**config.mk**
```make
export PLATFORM = sky130hd
export DESIGN_NAME = grid_scan_controller
export DESIGN_NICKNAME = d
export VERILOG_FILES = /design/src/rtl/snake_pkg.sv /design/src/rtl/border_generator.sv /design/src/rtl/grid_scan_controller.sv
export SDC_FILE = /design/constraint.sdc
export NUM_CORES = 1
export LEC_CHECK = 0
export CORE_MARGIN = 5
export CORE_UTILIZATION = 47
export DETAILED_ROUTE_END_ITERATION = 10
export GPL_TIMING_DRIVEN = 0
export PLACE_DENSITY = 0.76
export RECOVER_POWER = 100
export SLEW_MARGIN = 20
export SYNTH_ARGS = -nofsm -noshare
export SYNTH_HDL_FRONTEND = slang
export SYNTH_SLANG_ARGS = --single-unit
```
**constraint.sdc**
```tcl
create_clock -name clk -period 1.8 [get_ports clk]
set_input_delay 0.54 -clock clk [delete_from_list [all_inputs] [get_ports clk]]
set_output_delay 0.54 -clock clk [all_outputs]
set_load 0.01 [all_outputs]
```
**src/rtl/snake_pkg.sv**
```systemverilog
// Shared playfield types: cell classification codes and grid geometry.
// Latency: n/a (types and a pure combinational helper only).
// Backpressure: n/a.
package snake_pkg;

  localparam int GRID_W = 16;
  localparam int GRID_H = 12;

  // Cell contents as seen by the display writer; encoding is shared with game logic.
  typedef enum logic [2:0] {
    EMPTY  = 3'd0,
    BORDER = 3'd1,
    HEAD   = 3'd2,
    BODY   = 3'd3,
    APPLE  = 3'd4
  } cell_t;

  typedef enum logic [1:0] {
    ST_IDLE = 2'd0,
    ST_SCAN = 2'd1,
    ST_DONE = 2'd2
  } scan_state_t;

  // Fixed priority resolution: border wins over anything the lookup reports,
  // then head, body, apple.
  function automatic cell_t classify_cell(input logic is_border,
                                          input logic head,
                                          input logic body,
                                          input logic apple);
    cell_t c;
    if (is_border)  c = BORDER;
    else if (head)  c = HEAD;
    else if (body)  c = BODY;
    else if (apple) c = APPLE;
    else            c = EMPTY;
    return c;
  endfunction

endpackage

```
**src/rtl/border_generator.sv**
```systemverilog
// Flags cells on the outer ring of the playfield.
// Latency: combinational, zero cycles.
// Backpressure: none; pure function of the coordinate.
module border_generator #(
  parameter int GRID_W = 16,
  parameter int GRID_H = 12
) (
  input  logic [3:0] x,
  input  logic [3:0] y,
  output logic       isBorder
);

  localparam logic [3:0] LP_X_LAST = 4'(GRID_W - 1);
  localparam logic [3:0] LP_Y_LAST = 4'(GRID_H - 1);

  // Any coordinate on the first/last column or row is wall.
  always_comb begin
    isBorder = (x == 4'd0) || (x == LP_X_LAST) ||
               (y == 4'd0) || (y == LP_Y_LAST);
  end

endmodule

```
**src/rtl/grid_scan_controller.sv**
```systemverilog
// Raster-scans the playfield, classifies each cell and streams it out; flags head collisions.
// Latency: one cycle from query (scan_x/scan_y) to out_*; one cell per cycle when unstalled.
// Backpressure: out_valid && !out_ready freezes out_*, holds the counters and ignores lookup inputs.
module grid_scan_controller
  import snake_pkg::*;
#(
  parameter int GRID_W = 16,
  parameter int GRID_H = 12
) (
  input  logic       clk,
  input  logic       rst,
  input  logic       start,
  output logic [3:0] scan_x,
  output logic [3:0] scan_y,
  input  logic       head_hit,
  input  logic       body_hit,
  input  logic       apple_hit,
  output logic       out_valid,
  input  logic       out_ready,
  output logic [3:0] out_x,
  output logic [3:0] out_y,
  output logic [2:0] out_type,
  output logic       busy,
  output logic       done,
  output logic       collision
);

  localparam logic [3:0] LP_X_LAST = 4'(GRID_W - 1);
  localparam logic [3:0] LP_Y_LAST = 4'(GRID_H - 1);

  scan_state_t r_state;
  scan_state_t w_next_state;

  logic [3:0] r_x;
  logic [3:0] r_y;
  logic       r_last_cap;   // (last_x,last_y) already captured; no more queries issued

  logic       r_out_valid;
  logic [3:0] r_out_x;
  logic [3:0] r_out_y;
  cell_t      r_out_type;
  logic       r_collision;

  logic       w_is_border;
  logic       w_accept;
  logic       w_capture;
  logic       w_start_scan;
  logic       w_busy;
  logic       w_done;
  cell_t      w_cell_type;

  border_generator #(
    .GRID_W (GRID_W),
    .GRID_H (GRID_H)
  ) u_border (
    .x        (r_x),
    .y        (r_y),
    .isBorder (w_is_border)
  );

  assign w_accept    = r_out_valid && out_ready;
  assign w_cell_type = classify_cell(w_is_border, head_hit, body_hit, apple_hit);

  // State register.
  always_ff @(posedge clk) begin
    if (rst) r_state <= ST_IDLE;
    else     r_state <= w_next_state;
  end

  // Next-state and control strobes; capture only when the output slot is free or draining.
  always_comb begin
    w_next_state = r_state;
    w_start_scan = 1'b0;
    w_capture    = 1'b0;
    w_busy       = 1'b0;
    w_done       = 1'b0;
    case (r_state)
      ST_IDLE: begin
        if (start) begin
          w_start_scan = 1'b1;
          w_next_state = ST_SCAN;
        end
      end
      ST_SCAN: begin
        w_busy    = 1'b1;
        w_capture = !r_last_cap && (!r_out_valid || out_ready);
        // Once the final cell is in the register, any acceptance is the final one.
        if (r_last_cap && w_accept) w_next_state = ST_DONE;
      end
      ST_DONE: begin
        w_done       = 1'b1;
        w_next_state = ST_IDLE;
      end
      default: w_next_state = ST_IDLE;
    endcase
  end

  // Raster counters: advance on capture, wrap at the grid edge, park on the last cell.
  // Cleared on the way back to IDLE so the query outputs read (0,0) while idle.
  always_ff @(posedge clk) begin
    if (rst) begin
      r_x        <= 4'd0;
      r_y        <= 4'd0;
      r_last_cap <= 1'b0;
    end else if (w_start_scan || (r_state == ST_DONE)) begin
      r_x        <= 4'd0;
      r_y        <= 4'd0;
      r_last_cap <= 1'b0;
    end else if (w_capture) begin
      if (r_x == LP_X_LAST) begin
        if (r_y == LP_Y_LAST) begin
          r_last_cap <= 1'b1;
        end else begin
          r_x <= 4'd0;
          r_y <= r_y + 4'd1;
        end
      end else begin
        r_x <= r_x + 4'd1;
      end
    end
  end

  // Output cell register: load on capture, empty after acceptance with nothing behind it.
  always_ff @(posedge clk) begin
    if (rst) begin
      r_out_valid <= 1'b0;
      r_out_x     <= 4'd0;
      r_out_y     <= 4'd0;
      r_out_type  <= EMPTY;
    end else if (w_capture) begin
      r_out_valid <= 1'b1;
      r_out_x     <= r_x;
      r_out_y     <= r_y;
      r_out_type  <= w_cell_type;
    end else if (w_accept) begin
      r_out_valid <= 1'b0;
    end
  end

  // Sticky collision: head on a wall or on its own body; cleared by an accepted start.
  always_ff @(posedge clk) begin
    if (rst) begin
      r_collision <= 1'b0;
    end else if (w_start_scan) begin
      r_collision <= 1'b0;
    end else if (w_capture && head_hit && (w_is_border || body_hit)) begin
      r_collision <= 1'b1;
    end
  end

  assign scan_x    = r_x;
  assign scan_y    = r_y;
  assign out_valid = r_out_valid;
  assign out_x     = r_out_x;
  assign out_y     = r_out_y;
  assign out_type  = r_out_type;
  assign busy      = w_busy;
  assign done      = w_done;
  assign collision = r_collision;

endmodule

```
After elaboration in Yosys (flattened, before gate mapping)
Index checks and enable logic that the tools add are counted.
{ "word_totals": {"ff_bits": 24, "latchBits": 0, "mem_bits_rw": 0, "rom_bits": 0, "input_bits": 7, "word_cells": 58, "mem_count": 0} }
{ "classes": {"addsub": 2, "n_mul": 0, "div_mod_pow": 0, "order_cmp": 0, "eq_ne": 7, "shifts": 0, "n_mux": 16, "bitwise_logic": 1, "reduce_logical": 23} }
{ "op_table": {"columns": ["cell", "n"], "rows": [
  ["2-to-1 mux 3 bit", 4],
  ["adder 4 x 1 -> 4 bit, second input constant", 2],
  ["== test 4 bit, second input constant", 2],
  ["logical NOT 4 bit", 2],
  ["2-to-1 mux 4 bit", 2],
  ["2-to-1 mux 1 bit", 7],
  ["logical OR 1 bit", 6],
  ["inequality test 2 bit, second input constant", 3],
  ["AND reduction 3 bit", 2],
  ["logical AND 1 bit", 5],
  ["2-to-1 mux 2 bit", 2],
  ["case mux 2 bit (2 select lines)", 1],
  ["AND reduction 2 bit", 2],
  ["OR reduction 2 bit", 2],
  ["== test 2 x 1 -> 1 bit, second input constant", 1],
  ["== test 2 bit, second input constant", 1],
  ["logical NOT 1 bit", 2],
  ["logical NOT 2 bit", 1],
  ["nonzero test 2 bit", 1],
  ["inverter 1 bit", 1]
]} }

Longest topological paths before layout
Gate-level depths: netlist of run 1.
{ "logic_depth": {"word_depth": 6, "ltp_mapped": 7} }

Hierarchy
From an unflattened synthesis of run 1, not the netlist that was laid out.
{ "unflattened": {"cells_unflattened": 128, "hier_area_um2": 1029.7} }
{ "by_module_without_submodules": {"columns": ["module", "instances", "cells_each", "area_each_um2"], "rows": [
  ["grid_scan_controller", 1, 122, 993.5],
  ["border_generator", 1, 6, 36.3]
]} }

Worst setup path before layout of run 1
OpenSTA, ideal clock, no wires.
{ "synth_path": {"path_kind": "register -> register", "startpoint": "reg r_x[0], in the netlist scan_x[0]", "endpoint": "reg r_out_type[2], in the netlist out_type[2]", "setup_time_ns": 0.070, "arrival_ns": 1.444, "slack_ns": 0.286, "stages_incl_launch_ff": 6, "path_buffers": 0, "cell_sequence": "dfxtp_1 > ha_1 > and3_1 > a2111oi_4 > nand4_1 > a21oi_1"} }
{ "synth_via": {"elab_chain_len": 5, "word_cells_on_any_way": 6} }
{ "synth_lines": {"columns": ["element", "line_no", "source"], "rows": [
  ["start, declared", "grid_scan_controller.sv:34", "logic [3:0] r_x;"],
  ["start signal, assigned", "grid_scan_controller.sv:118", "r_x <= r_x + 4'd1;"],
  ["== test 4 bit / logical NOT 4 bit (equally long branches)", "border_generator.sv:18", "isBorder = (x == 4'd0) || (x == LP_X_LAST) ||"],
  ["logical OR 1 bit * (2 in series)", "border_generator.sv:18", null],
  ["logical OR 1 bit *", "border_generator.sv:19", "(y == 4'd0) || (y == LP_Y_LAST);"],
  ["2-to-1 mux 3 bit *", "snake_pkg.sv:31", "if (is_border) c = BORDER;"],
  ["end signal, assigned", "grid_scan_controller.sv:134", "r_out_type <= w_cell_type;"],
  ["end, declared", "grid_scan_controller.sv:41", "cell_t r_out_type;"]
]} }
Every way passes the cells marked *; elsewhere a longest branch is shown, timed or not.
A chain may end at the register's enable or synchronous reset.

Worst setup path after layout of run 1
Same ends and word-level chain as after synthesis.

==> impl_metrics.sql, run 1 <==
INSERT INTO impl_metrics (metric_group, metric, value, unit) VALUES
('synthesis', 'netlist_instances', '131', ''),
('timing', 'final_period_minus_worst_setup_slack', '1.73', 'ns'),
('global_route', 'grt_start_max_net_pins', '14', ''),
('floorplan', 'floorplan.initialDensity', '0.499', ''),
('critical_path', 'cp_max_fo', '7', ''),
('synthesis', 'post_synth.cell_area_avg', '8.51', 'sq um'),
('clock_network', 'ctsHtreeMaxLevel', '1', ''),
('placed_design', 'place.gp.congestion', '0.749', ''),
('critical_path', 'worst-endpoint-arrival', '1.98', 'ns'),
('floorplan', 'fp.dieArea', '3450', 'sq um'),
('drt', 'detail_route.wl_per_cell', '14.4', 'microns'),
('drt', 'initialDrtViolationCount', '16', ''),
('global_route', 'globalRouteOverflowTotal', '0', ''),
('layout', 'layout-area-overhead-vs-synth', '33.3', '%'),
('layout', 'insertedDiodeCount', '0', ''),
('synthesis', 'synth_top_flop_cell', 'sky130_fd_sc_hd__dfxtp_1', ''),
('run', 'max-cap-violations', '0', ''),
('clock_network', 'cts_made_buffers', '3', ''),
('global_route', 'antenna_found_initial', '0', ''),
('timing', 'maxSlewHeadroom', '0.675', ''),
('synthesis', 'syn-cell-area', '1110', 'sq um'),
('global_route', 'grtUsageTotal', '0.165', ''),
('placed_design', 'port_buffers', '28', ''),
('timing', 'achievable-frequency', '578', 'MHz'),
('clock_network', 'cts_buffer_depth', '2', ''),
('timing', 'fin_crit_sh', '0.962', ''),
('timing', 'drv_slew', '0', ''),
('drt', 'wl_met1', '1190', 'microns'),
('drt', 'vias_per_cell', '5.41', ''),
('layout', 'nNetsFinal', '175', ''),
('clock_network', 'clk_pin_slew', '0.13', 'ns'),
('drt', 'drt_wl_total', '2760', 'microns'),
('timing', 'final.setup.tns', '0', 'ns'),
('clock_network', 'tritoncts', 'yes', ''),
('layout', 'design_area', '1490', 'sq um'),
('global_route', 'first_global_vias', '1055', ''),
('critical_path', 'criticalPathCategory', 'register to register', ''),
('floorplan', 'core.rowCount', '17', ''),
('drt', 'detailedRoute.firstPassIterationCount', '4', ''),
('placed_design', 'post-dp-hpwl', '1920', 'microns'),
('power_and_ir_drop', 'standby_leakage_power', '0.547', 'nW'),
('critical_path', 'worstSetupStartpointType', 'register', ''),
('layout', 'most_used_cells_in_the_layout_excluding_fill_and_tap_cells', 'sky130_fd_sc_hd__nand2_1 (20), sky130_fd_sc_hd__dfxtp_1 (20), sky130_fd_sc_hd__a21oi_1 (17), sky130_fd_sc_hd__clkdlybuf4s25_1 (13), sky130_fd_sc_hd__nor2_1 (10)', ''),
('timing', 'report.final.setup_viol', '0', ''),
('worst_hold_path', 'hold_path.class', 'register to register', ''),
('clock_network', 'tritoncts_num_sinks', '24', ''),
('layout', 'num-fill-cells', '201', ''),
('power_and_ir_drop', 'power_density_over_the_cells', '630', 'nW/um^2'),
('drt', 'route.antenna.remaining_nets', '0', ''),
('synthesis', 'synth.distinct_cells', '33', ''),
('status', 'status', 'finished clean', ''),
('synthesis', 'ys_warn_count', '0', ''),
('floorplan', 'fp.coreArea', '2230', 'sq um'),
('floorplan', 'die_x', '58.7', 'microns'),
('clock_network', 'clkLatencyLatePin', '0.32', 'ns'),
('synthesis', 'synth_edf_count', '0', ''),
('global_route', 'wire_length_of_the_first_global_routing_pass', '4440', 'microns'),
('critical_path', 'crit_required', '2.05', 'ns'),
('clock_network', 'cts-root-buf', 'sky130_fd_sc_hd__clkbuf_4', ''),
('placed_design', 'placed_cell_area', '1430', 'sq um'),
('drt', 'route.top_layer_used', 'met4', ''),
('drt', 'dr_total_vias', '1034', ''),
('layout', 'area.sequential', '493', 'sq um'),
('synthesis', 'syn-num-nets', '142', ''),
('synthesis', 'async_flop_share', '0', ''),
('timing', 'holdWs', '0.462', 'ns'),
('synthesis', 'ys_seq_area_frac', '0.431', ''),
('critical_path', 'setup.worst_path.end_class', 'register', ''),
('floorplan', 'ios', '30', ''),
('timing', 'timing_hold_violations_final', '0', ''),
('timing', 'worstMarginPinSlew', '0.487', 'ns'),
('floorplan', 'die_h', '58.7', 'microns'),
('drt', 'wl_met3', '127', 'microns'),
('drt', 'detailroute.wirelength.met2', '1410', 'microns'),
('synthesis', 'ys_ff_latch', '24', ''),
('power_and_ir_drop', 'vdd.ir_drop.worst', '0.391', 'mV'),
('drt', 'detail_route.drc_violations', '0', ''),
('layout', 'share_of_layout_cells_above_drive_strength_1', '0.104', ''),
('layout', 'multiInputGateArea', '596', 'sq um'),
('timing', 'fin_worst_skew', '0.00307', 'ns'),
('clock_network', 'post_cts.repair.setup_buffers', '0', '');
## sequential cells by signal, summed over array words and instances, names as in the netlist, 2 cells and up
register  flops
out_y         4
out_type      3
scan_y        4
r_state       2
scan_x        4
out_x         4
## routing by layer
layer	global-route usage	vias up
met5	0	-
met4	0.0647	0
met3	0.0395	4
met2	0.301	25
met1	0.183	483
li1	-	522
## worst max-delay path, cell delays in order (launching register included)
cell                        delay (ns)
sky130_fd_sc_hd__dfxtp_4          0.39
sky130_fd_sc_hd__ha_1             0.23
sky130_fd_sc_hd__and3_1           0.25
sky130_fd_sc_hd__a2111oi_4        0.44
sky130_fd_sc_hd__nand4_1          0.17
sky130_fd_sc_hd__a21oi_1          0.19
## stage by stage
step	total power [mW]	cells	util	setup WS, ns
6_report	0.936	191	0.666	0.0687
5_1_grt	0.986	191	0.666	-0.0141
4_1_cts	0.938	191	0.667	0.00206
3_5_place_dp	0.661	187	0.640	-0.347
3_3_place_gp	0.659	187	0.640	-0.301
2_1_floorplan	0.616	131	-	0.286
## cells in the mapped netlist (3+ instances only)
master	n	area share
sky130_fd_sc_hd__o21ai_0	4	0.018
sky130_fd_sc_hd__dfxtp_1	24	0.43
sky130_fd_sc_hd__nand3b_1	3	0.020
sky130_fd_sc_hd__nor2b_1	3	0.017
sky130_fd_sc_hd__nand3_1	4	0.018
sky130_fd_sc_hd__buf_2	3	0.013
sky130_fd_sc_hd__ha_1	4	0.045
sky130_fd_sc_hd__a21oi_1	17	0.076
sky130_fd_sc_hd__or3_1	3	0.017
sky130_fd_sc_hd__inv_1	4	0.013
sky130_fd_sc_hd__nand2_1	20	0.067
sky130_fd_sc_hd__nor2_1	10	0.034
sky130_fd_sc_hd__nand4_1	4	0.022
sky130_fd_sc_hd__clkbuf_1	3	0.010
## final cells by class
type / instances / share of cell area
plain buffers: 7 / 0.0286
multi-input cells: 96 / 0.401
well taps: 28 / 0.0236
inverters: 4 / 0.0101
flip-flops and latches: 24 / 0.332
repair buffers: 28 / 0.181
clock buffers: 4 / 0.0244
## where the power goes
part	internal (mW)	switching (mW)	leakage, nW
Clock	0.124	0.165	0.0210
Sequential	0.538	0.00963	0.197
Combinational	0.0460	0.0547	0.329
## cell families after synthesis
group,after synthesis,synth area share
AND/OR/NAND/NOR,59,0.275
AO/OA/AOI/OAI,30,0.176
flip-flops,24,0.431
buffers and inverters,11,0.0471
adder cells (fa/ha/maj),4,0.0449
multiplexers,2,0.0180
XOR/XNOR,1,0.00786
## what timing repair did
item                                    CTS  global route
endpoints found under the setup margin   11            24
endpoints found under the hold margin     0             0
hold buffers                              0             0
gates resized for setup                  29            19
pin swaps                                 0             0
## worst paths after layout
check                             end  cells past startpoint                   start  slack, ns
min             out_x[0]$_SDFFE_PP0P_                      2   out_x[0]$_SDFFE_PP0P_       0.46
max reg2reg  out_type[2]$_SDFFE_PP0P_                      5  scan_x[0]$_SDFFE_PP0P_       0.07
min reg2reg     out_x[0]$_SDFFE_PP0P_                      2   out_x[0]$_SDFFE_PP0P_       0.46
max          out_type[2]$_SDFFE_PP0P_                      5  scan_x[0]$_SDFFE_PP0P_       0.07
No activity file was read; power rests on OpenSTA's default activity.
==> inputs of run 2 (changes only) <==
CAP_MARGIN = 5   (was unset)
CORE_ASPECT_RATIO = 0.7   (was unset)
==> run 2 against run 1 <==
Register-to-register slack improved by 0.05 ns. Setup slack got worse by 0.042 ns. Critical path type is now primary input to register. Total power decreased by 0.89%. Critical path depth grew 3. Clock power is essentially flat. Global-route usage rose by 1.2 points. Hold slack better by 0.0028 ns. Sequential share of layout area is 1.1 points higher. Combinational power about the same.
==> impl_metrics.sql, run 2 (synthesis gave the netlist of run 1 again) <==
INSERT INTO impl_metrics (metric_group, metric, value, unit) VALUES
('global_route', 'grt.met3_usage', '0.0670', ''),
('global_route', 'wire_length_of_the_first_global_routing_pass', '4620', 'microns'),
('clock_network', 'cts.hold.buffers_added', '0', ''),
('clock_network', 'clkLatencyLatePin', '0.32', 'ns'),
('critical_path', 'worst-path-buf-inv', '4', ''),
('layout', 'insertedDiodeCount', '0', ''),
('timing', 'drv_slew', '0', ''),
('global_route', 'antenna_found_initial', '0', ''),
('timing', 'rsz0062_at_grt', 'true', ''),
('global_route', 'globalRouteOverflowTotal', '0', ''),
('timing', 'fin_worst_skew', '0.00911', 'ns'),
('layout', 'share_of_layout_cells_above_drive_strength_1', '0.153', ''),
('timing', 'timing_hold_violations_final', '0', ''),
('clock_network', 'ctsHtreeMaxLevel', '1', ''),
('floorplan', 'die_x', '68.2', 'microns'),
('drt', 'initialDrtViolationCount', '46', ''),
('timing', 'achievable-frequency', '564', 'MHz'),
('clock_network', 'tritoncts_num_sinks', '24', ''),
('drt', 'detail_route.wl_per_cell', '14.4', 'microns'),
('power_and_ir_drop', 'vdd.ir_drop.worst', '0.391', 'mV'),
('layout', 'mostFrequentLayoutCell', 'sky130_fd_sc_hd__nand2_1', ''),
('layout', 'nNetsFinal', '175', ''),
('placed_design', 'port_buffers', '28', ''),
('floorplan', 'fp.coreArea', '2210', 'sq um'),
('floorplan', 'floorplan.initialDensity', '0.505', ''),
('placed_design', 'place_ws', '-0.341', 'ns'),
('global_route', 'grtUsageTotal', '0.177', ''),
('floorplan', 'core.rowCount', '14', ''),
('global_route', 'grt_start_max_net_pins', '14', ''),
('timing', 'final_period_minus_worst_setup_slack', '1.77', 'ns'),
('layout', 'layout-area-overhead-vs-synth', '35.2', '%'),
('critical_path', 'timing.critical_path.mode_cell', 'sky130_fd_sc_hd__clkbuf_4', ''),
('layout', 'most_used_cells_in_the_layout_excluding_fill_and_tap_cells', 'sky130_fd_sc_hd__nand2_1 (20), sky130_fd_sc_hd__a21oi_1 (16), sky130_fd_sc_hd__dfxtp_1 (13), sky130_fd_sc_hd__clkdlybuf4s25_1 (12), sky130_fd_sc_hd__nor2_1 (10)', ''),
('drt', 'drt_wl_total', '2800', 'microns'),
('drt', 'route.antenna.remaining_nets', '0', ''),
('global_route', 'first_global_vias', '1012', ''),
('critical_path', 'cp_max_fo', '10', ''),
('drt', 'vias_per_cell', '5.47', ''),
('critical_path', 'setup.worst_path.end_class', 'register', ''),
('placed_design', 'place.gp.congestion', '0.827', ''),
('placed_design', 'post-dp-hpwl', '2070', 'microns'),
('global_route', 'gr-usage-met1', '0.222', ''),
('clock_network', 'tritoncts', 'yes', ''),
('timing', 'report.final.setup_viol', '0', ''),
('drt', 'detail_route.drc_violations', '0', ''),
('floorplan', 'die_h', '50.7', 'microns'),
('clock_network', 'clk_pin_slew', '0.13', 'ns'),
('drt', 'dr_total_vias', '1066', ''),
('critical_path', 'cp_slowest_stage_delay', '0.47', 'ns'),
('worst_hold_path', 'hold_path.class', 'register to register', ''),
('power_and_ir_drop', 'totalPowerFinal', '0.928', 'mW'),
('timing', 'final.setup.tns', '0', 'ns'),
('timing', 'worstMarginPinSlew', '0.451', 'ns'),
('critical_path', 'cp_slowest_cell', 'sky130_fd_sc_hd__clkdlybuf4s50_1', ''),
('clock_network', 'postCtsResizedCells', '31', ''),
('global_route', 'grt.met2_usage', '0.269', ''),
('floorplan', 'fp.dieArea', '3460', 'sq um'),
('timing', 'maxSlewHeadroom', '0.699', ''),
('critical_path', 'worst-endpoint-arrival', '2.02', 'ns'),
('critical_path', 'cp_cell_sequence', 'clkdlybuf4s50_1, nand2b_1, clkbuf_4, and3_1, clkbuf_4, buf_6, nand2_1, a21oi_1', ''),
('run', 'max-cap-violations', '0', ''),
('power_and_ir_drop', 'standby_leakage_power', '0.552', 'nW'),
('timing', 'finalWorstSetupSlack', '0.0267', 'ns'),
('timing', 'holdWs', '0.465', 'ns'),
('power_and_ir_drop', 'power_density_over_the_cells', '615', 'nW/um^2'),
('critical_path', 'timing.critical_path.max_delay_family', 'buffers and inverters', ''),
('critical_path', 'crit_required', '2.05', 'ns'),
('status', 'status', 'finished clean', ''),
('clock_network', 'post_cts.repair.setup_buffers', '0', ''),
('clock_network', 'cts-root-buf', 'sky130_fd_sc_hd__clkbuf_4', ''),
('clock_network', 'cts_made_buffers', '3', ''),
('clock_network', 'cts_buffer_depth', '2', ''),
('timing', 'fin_crit_sh', '0.985', ''),
('drt', 'detailedRoute.firstPassIterationCount', '4', ''),
('critical_path', 'criticalPathCategory', 'primary input to register', ''),
('critical_path', 'worstSetupStartpointType', 'primary input', ''),
('global_route', 'globalRoute.busiestLayer', 'met2', ''),
('floorplan', 'ios', '30', '');
run 2: cell count changes in the layout (fill, tap and decap cells not counted), sizes merged:
cell / before / now
clkdlybuf4s50: 4 / 6
clkdlybuf4s25: 13 / 12
dlygate4sd3: 1 / 0
clkbuf: 9 / 10
clkdlybuf4s15: 1 / 0
run 2: layout make-up:
type | instances | area [sq um]
clock buffer | 4 | 36.3
multi-input combinational | 96 | 593
inverter | 4 | 15.0
timing repair buffer | 28 | 264
tap | 32 | 40.0
buffer | 7 | 42.5
sequential | 24 | 517
fill | 203 | 699
run 2: metrics by stage:
step / util / cell area (sq um) / std cells
after floorplan: - / 1110 / 131
after global placement: 0.650 / 1440 / 191
after detailed placement: 0.650 / 1440 / 191
after CTS: 0.680 / 1500 / 195
after global routing: 0.683 / 1510 / 195
final: 0.683 / 1510 / 195
run 2: final timing paths:
check	slack [ns]	startpoint	cells past startpoint	end
worst min-delay path	0.46	out_y[3]$_SDFFE_PP0P_	2	out_y[3]$_SDFFE_PP0P_
worst min register to register	0.46	out_y[3]$_SDFFE_PP0P_	2	out_y[3]$_SDFFE_PP0P_
worst max register to register	0.12	scan_x[0]$_SDFFE_PP0P_	5	out_type[2]$_SDFFE_PP0P_
worst max-delay path	0.03	out_ready	8	out_x[3]$_SDFFE_PP0P_
run 2: report_power, final:
part | switching, mW | leakage, nW | internal (mW) | total [mW]
logic | 0.0549 | 0.329 | 0.0455 | 0.100
clock network | 0.165 | 0.0210 | 0.124 | 0.288
registers | 0.0102 | 0.202 | 0.529 | 0.539
run 2: metal layers:
layer	wire, microns	part of all wire
met1	1260	0.45
met2	1280	0.46
met4	92	0.033
met5	0	0
met3	174	0.062
run 2: worst min-delay path, delay by kind of cell (launching register included):
family	cells	cell delay, ns
compound gates	1	0.05
flops	1	0.33
simple gates	1	0.05
==> inputs of run 3 (changes only) <==
CORE_UTILIZATION = 49   (was 47)
CTS_BUF_LIST = sky130_fd_sc_hd__clkbuf_4 sky130_fd_sc_hd__clkbuf_8   (was unset)
PLACE_DENSITY = 0.79   (was 0.76)
==> run 3 against run 2 <==
Via count fell by 3.1%. Total power grew 12%. Critical path depth fell by 7. Utilization increased by 2.9 points. Hold slack gained 0.0011 ns. Clock skew is 0.0044 ns higher. First-iteration DRC count is 67% higher. Non-clock buffer count unchanged. Setup slack better by 0.033 ns.
==> impl_metrics.sql, run 3 (synthesis gave the netlist of run 1 again) <==
INSERT INTO impl_metrics (metric_group, metric, value, unit) VALUES
('clock_network', 'cts_buffer_depth', '2', ''),
('placed_design', 'place.gp.congestion', '0.799', ''),
('timing', 'worstMarginPinSlew', '0.439', 'ns'),
('critical_path', 'cp_cell_sequence', 'clkdlybuf4s50_1', ''),
('floorplan', 'fp.dieArea', '3340', 'sq um'),
('layout', 'share_of_layout_cells_above_drive_strength_1', '0.129', ''),
('global_route', 'grt_start_max_net_pins', '15', ''),
('clock_network', 'tritoncts', 'yes', ''),
('critical_path', 'cp_slowest_stage_delay', '0.54', 'ns'),
('drt', 'initialDrtViolationCount', '77', ''),
('global_route', 'wire_length_of_the_first_global_routing_pass', '4480', 'microns'),
('timing', 'achievable-frequency', '575', 'MHz'),
('critical_path', 'worstSetupStartpointType', 'register', ''),
('critical_path', 'worst-endpoint-arrival', '1.20', 'ns'),
('global_route', 'grtUsageTotal', '0.171', ''),
('floorplan', 'fp.coreArea', '2150', 'sq um'),
('critical_path', 'setup.worst_path.end_class', 'output pin', ''),
('placed_design', 'place_ws', '-0.331', 'ns'),
('run', 'max-cap-violations', '0', ''),
('layout', 'layout-area-overhead-vs-synth', '37.6', '%'),
('critical_path', 'reg2reg_setup_slack', '0.11', 'ns'),
('floorplan', 'core.rowCount', '14', ''),
('drt', 'vias_per_cell', '5.30', ''),
('timing', 'report.final.setup_viol', '0', ''),
('drt', 'route.antenna.remaining_nets', '0', ''),
('timing', 'fin_worst_skew', '0.0136', 'ns'),
('layout', 'insertedDiodeCount', '0', ''),
('floorplan', 'die_x', '67.0', 'microns'),
('power_and_ir_drop', 'vdd.ir_drop.worst', '0.525', 'mV'),
('layout', 'mostFrequentLayoutCell', 'sky130_fd_sc_hd__nand2_1', ''),
('global_route', 'globalRouteOverflowTotal', '0', ''),
('status', 'status', 'finished clean', ''),
('clock_network', 'clkLatencyLatePin', '0.32', 'ns'),
('power_and_ir_drop', 'standby_leakage_power', '0.641', 'nW'),
('worst_hold_path', 'cells_on_worst_hold_path', '2', ''),
('floorplan', 'floorplan.initialDensity', '0.517', ''),
('timing', 'final.setup.tns', '0', 'ns'),
('timing', 'final_period_minus_worst_setup_slack', '1.74', 'ns'),
('critical_path', 'critical_path.reg2reg.endpoint', 'out_type[1]$_SDFFE_PP0P_', ''),
('layout', 'layout_utilization', '0.712', ''),
('global_route', 'first_global_vias', '979', ''),
('clock_network', 'tritoncts_num_sinks', '24', ''),
('placed_design', 'port_buffers', '28', ''),
('clock_network', 'post_cts.repair.setup_buffers', '0', ''),
('drt', 'drt_wl_total', '2730', 'microns'),
('timing', 'maxSlewHeadroom', '0.707', ''),
('placed_design', 'post-dp-hpwl', '2020', 'microns'),
('timing', 'drv_slew', '0', ''),
('power_and_ir_drop', 'totalPowerFinal', '1.04', 'mW'),
('drt', 'dr_total_vias', '1033', ''),
('critical_path', 'worst-path-buf-inv', '1', ''),
('critical_path', 'timing.critical_path.max_delay_family', 'buffers and inverters', ''),
('clock_network', 'cts_made_buffers', '3', ''),
('floorplan', 'die_h', '49.9', 'microns'),
('worst_hold_path', 'hold_end', 'out_y[3]$_SDFFE_PP0P_', ''),
('timing', 'fin_crit_sh', '0.967', ''),
('critical_path', 'cp_slowest_cell', 'sky130_fd_sc_hd__clkdlybuf4s50_1', ''),
('timing', 'timing_hold_violations_final', '0', ''),
('clock_network', 'ctsHtreeMaxLevel', '1', ''),
('power_and_ir_drop', 'power_density_over_the_cells', '676', 'nW/um^2'),
('layout', 'most_used_cells_in_the_layout_excluding_fill_and_tap_cells', 'sky130_fd_sc_hd__nand2_1 (20), sky130_fd_sc_hd__a21oi_1 (17), sky130_fd_sc_hd__dfxtp_1 (15), sky130_fd_sc_hd__nor2_1 (10)', ''),
('worst_hold_path', 'hold_path.startpoint', 'out_y[3]$_SDFFE_PP0P_', ''),
('layout', 'nNetsFinal', '175', ''),
('floorplan', 'ios', '30', ''),
('clock_network', 'clk_pin_slew', '0.13', 'ns'),
('critical_path', 'r2r_start', 'scan_x[0]$_SDFFE_PP0P_', ''),
('critical_path', 'cp_max_fo', '2', ''),
('global_route', 'antenna_found_initial', '0', ''),
('timing', 'finalWorstSetupSlack', '0.0597', 'ns'),
('drt', 'detail_route.wl_per_cell', '14.0', 'microns'),
('worst_hold_path', 'hold_path.class', 'register to register', ''),
('critical_path', 'criticalPathCategory', 'register to output pin', ''),
('drt', 'detailedRoute.firstPassIterationCount', '5', ''),
('critical_path', 'crit_required', '1.26', 'ns'),
('critical_path', 'worstRegToRegCells', '5', ''),
('clock_network', 'cts-root-buf', 'sky130_fd_sc_hd__clkbuf_4', ''),
('drt', 'detail_route.drc_violations', '0', '');
run 3: worst max path at each step:
stage                      startpoint                       end  slack [ns]  cells past startpoint
6_report        out_x[0]$_SDFFE_PP0P_                  out_x[0]        0.06                      1
5_1_grt                     out_ready    scan_x[1]$_SDFFE_PP0P_      -0.004                      8
4_1_cts        scan_x[0]$_SDFFE_PP0P_                 scan_x[0]       0.005                      1
3_5_place_dp                out_ready    scan_x[3]$_SDFFE_PP0P_       -0.33                      6
3_3_place_gp                out_ready    scan_x[0]$_SDFFE_PP0P_       -0.27                      6
2_1_floorplan  scan_x[0]$_SDFFE_PP0P_  out_type[2]$_SDFFE_PP0P_        0.29                      5
run 3: metal layers:
layer / track usage / vias up / wire length [microns]
met5: 0 / - / 0
met4: 0.0303 / 0 / 26
met3: 0.0591 / 4 / 196
met2: 0.263 / 37 / 1310
met1: 0.233 / 469 / 1200
li1: - / 523 / -
run 3: layout make-up:
cell class / instances / area (sq um)
buffer: 7 / 42.5
clock buffer: 3 / 22.5
clock inverter: 1 / 30.0
fill: 178 / 621
inverter: 4 / 15.0
multi-input combinational: 96 / 594
sequential: 24 / 507
tap: 32 / 40.0
timing repair buffer: 28 / 283
run 3: through the flow:
step,hold WS (ns),instance area (sq um),cells
after floorplan,0.474,1110,131
after global placement,0.444,1440,191
after CTS,0.466,1520,195
after detailed placement,0.449,1440,191
after global routing,0.478,1530,195
final,0.466,1530,195
run 3: power by group:
part | switching, mW | internal (mW)
Sequential | 0.00981 | 0.533
Combinational | 0.0521 | 0.0477
Clock | 0.169 | 0.225
run 3: what timing repair did:
action / CTS / global route
gates cloned: 0 / 0
endpoints found under the setup margin: 13 / 21
pin swaps: 0 / 0
hold buffers: 0 / 0
gates resized for setup: 29 / 16
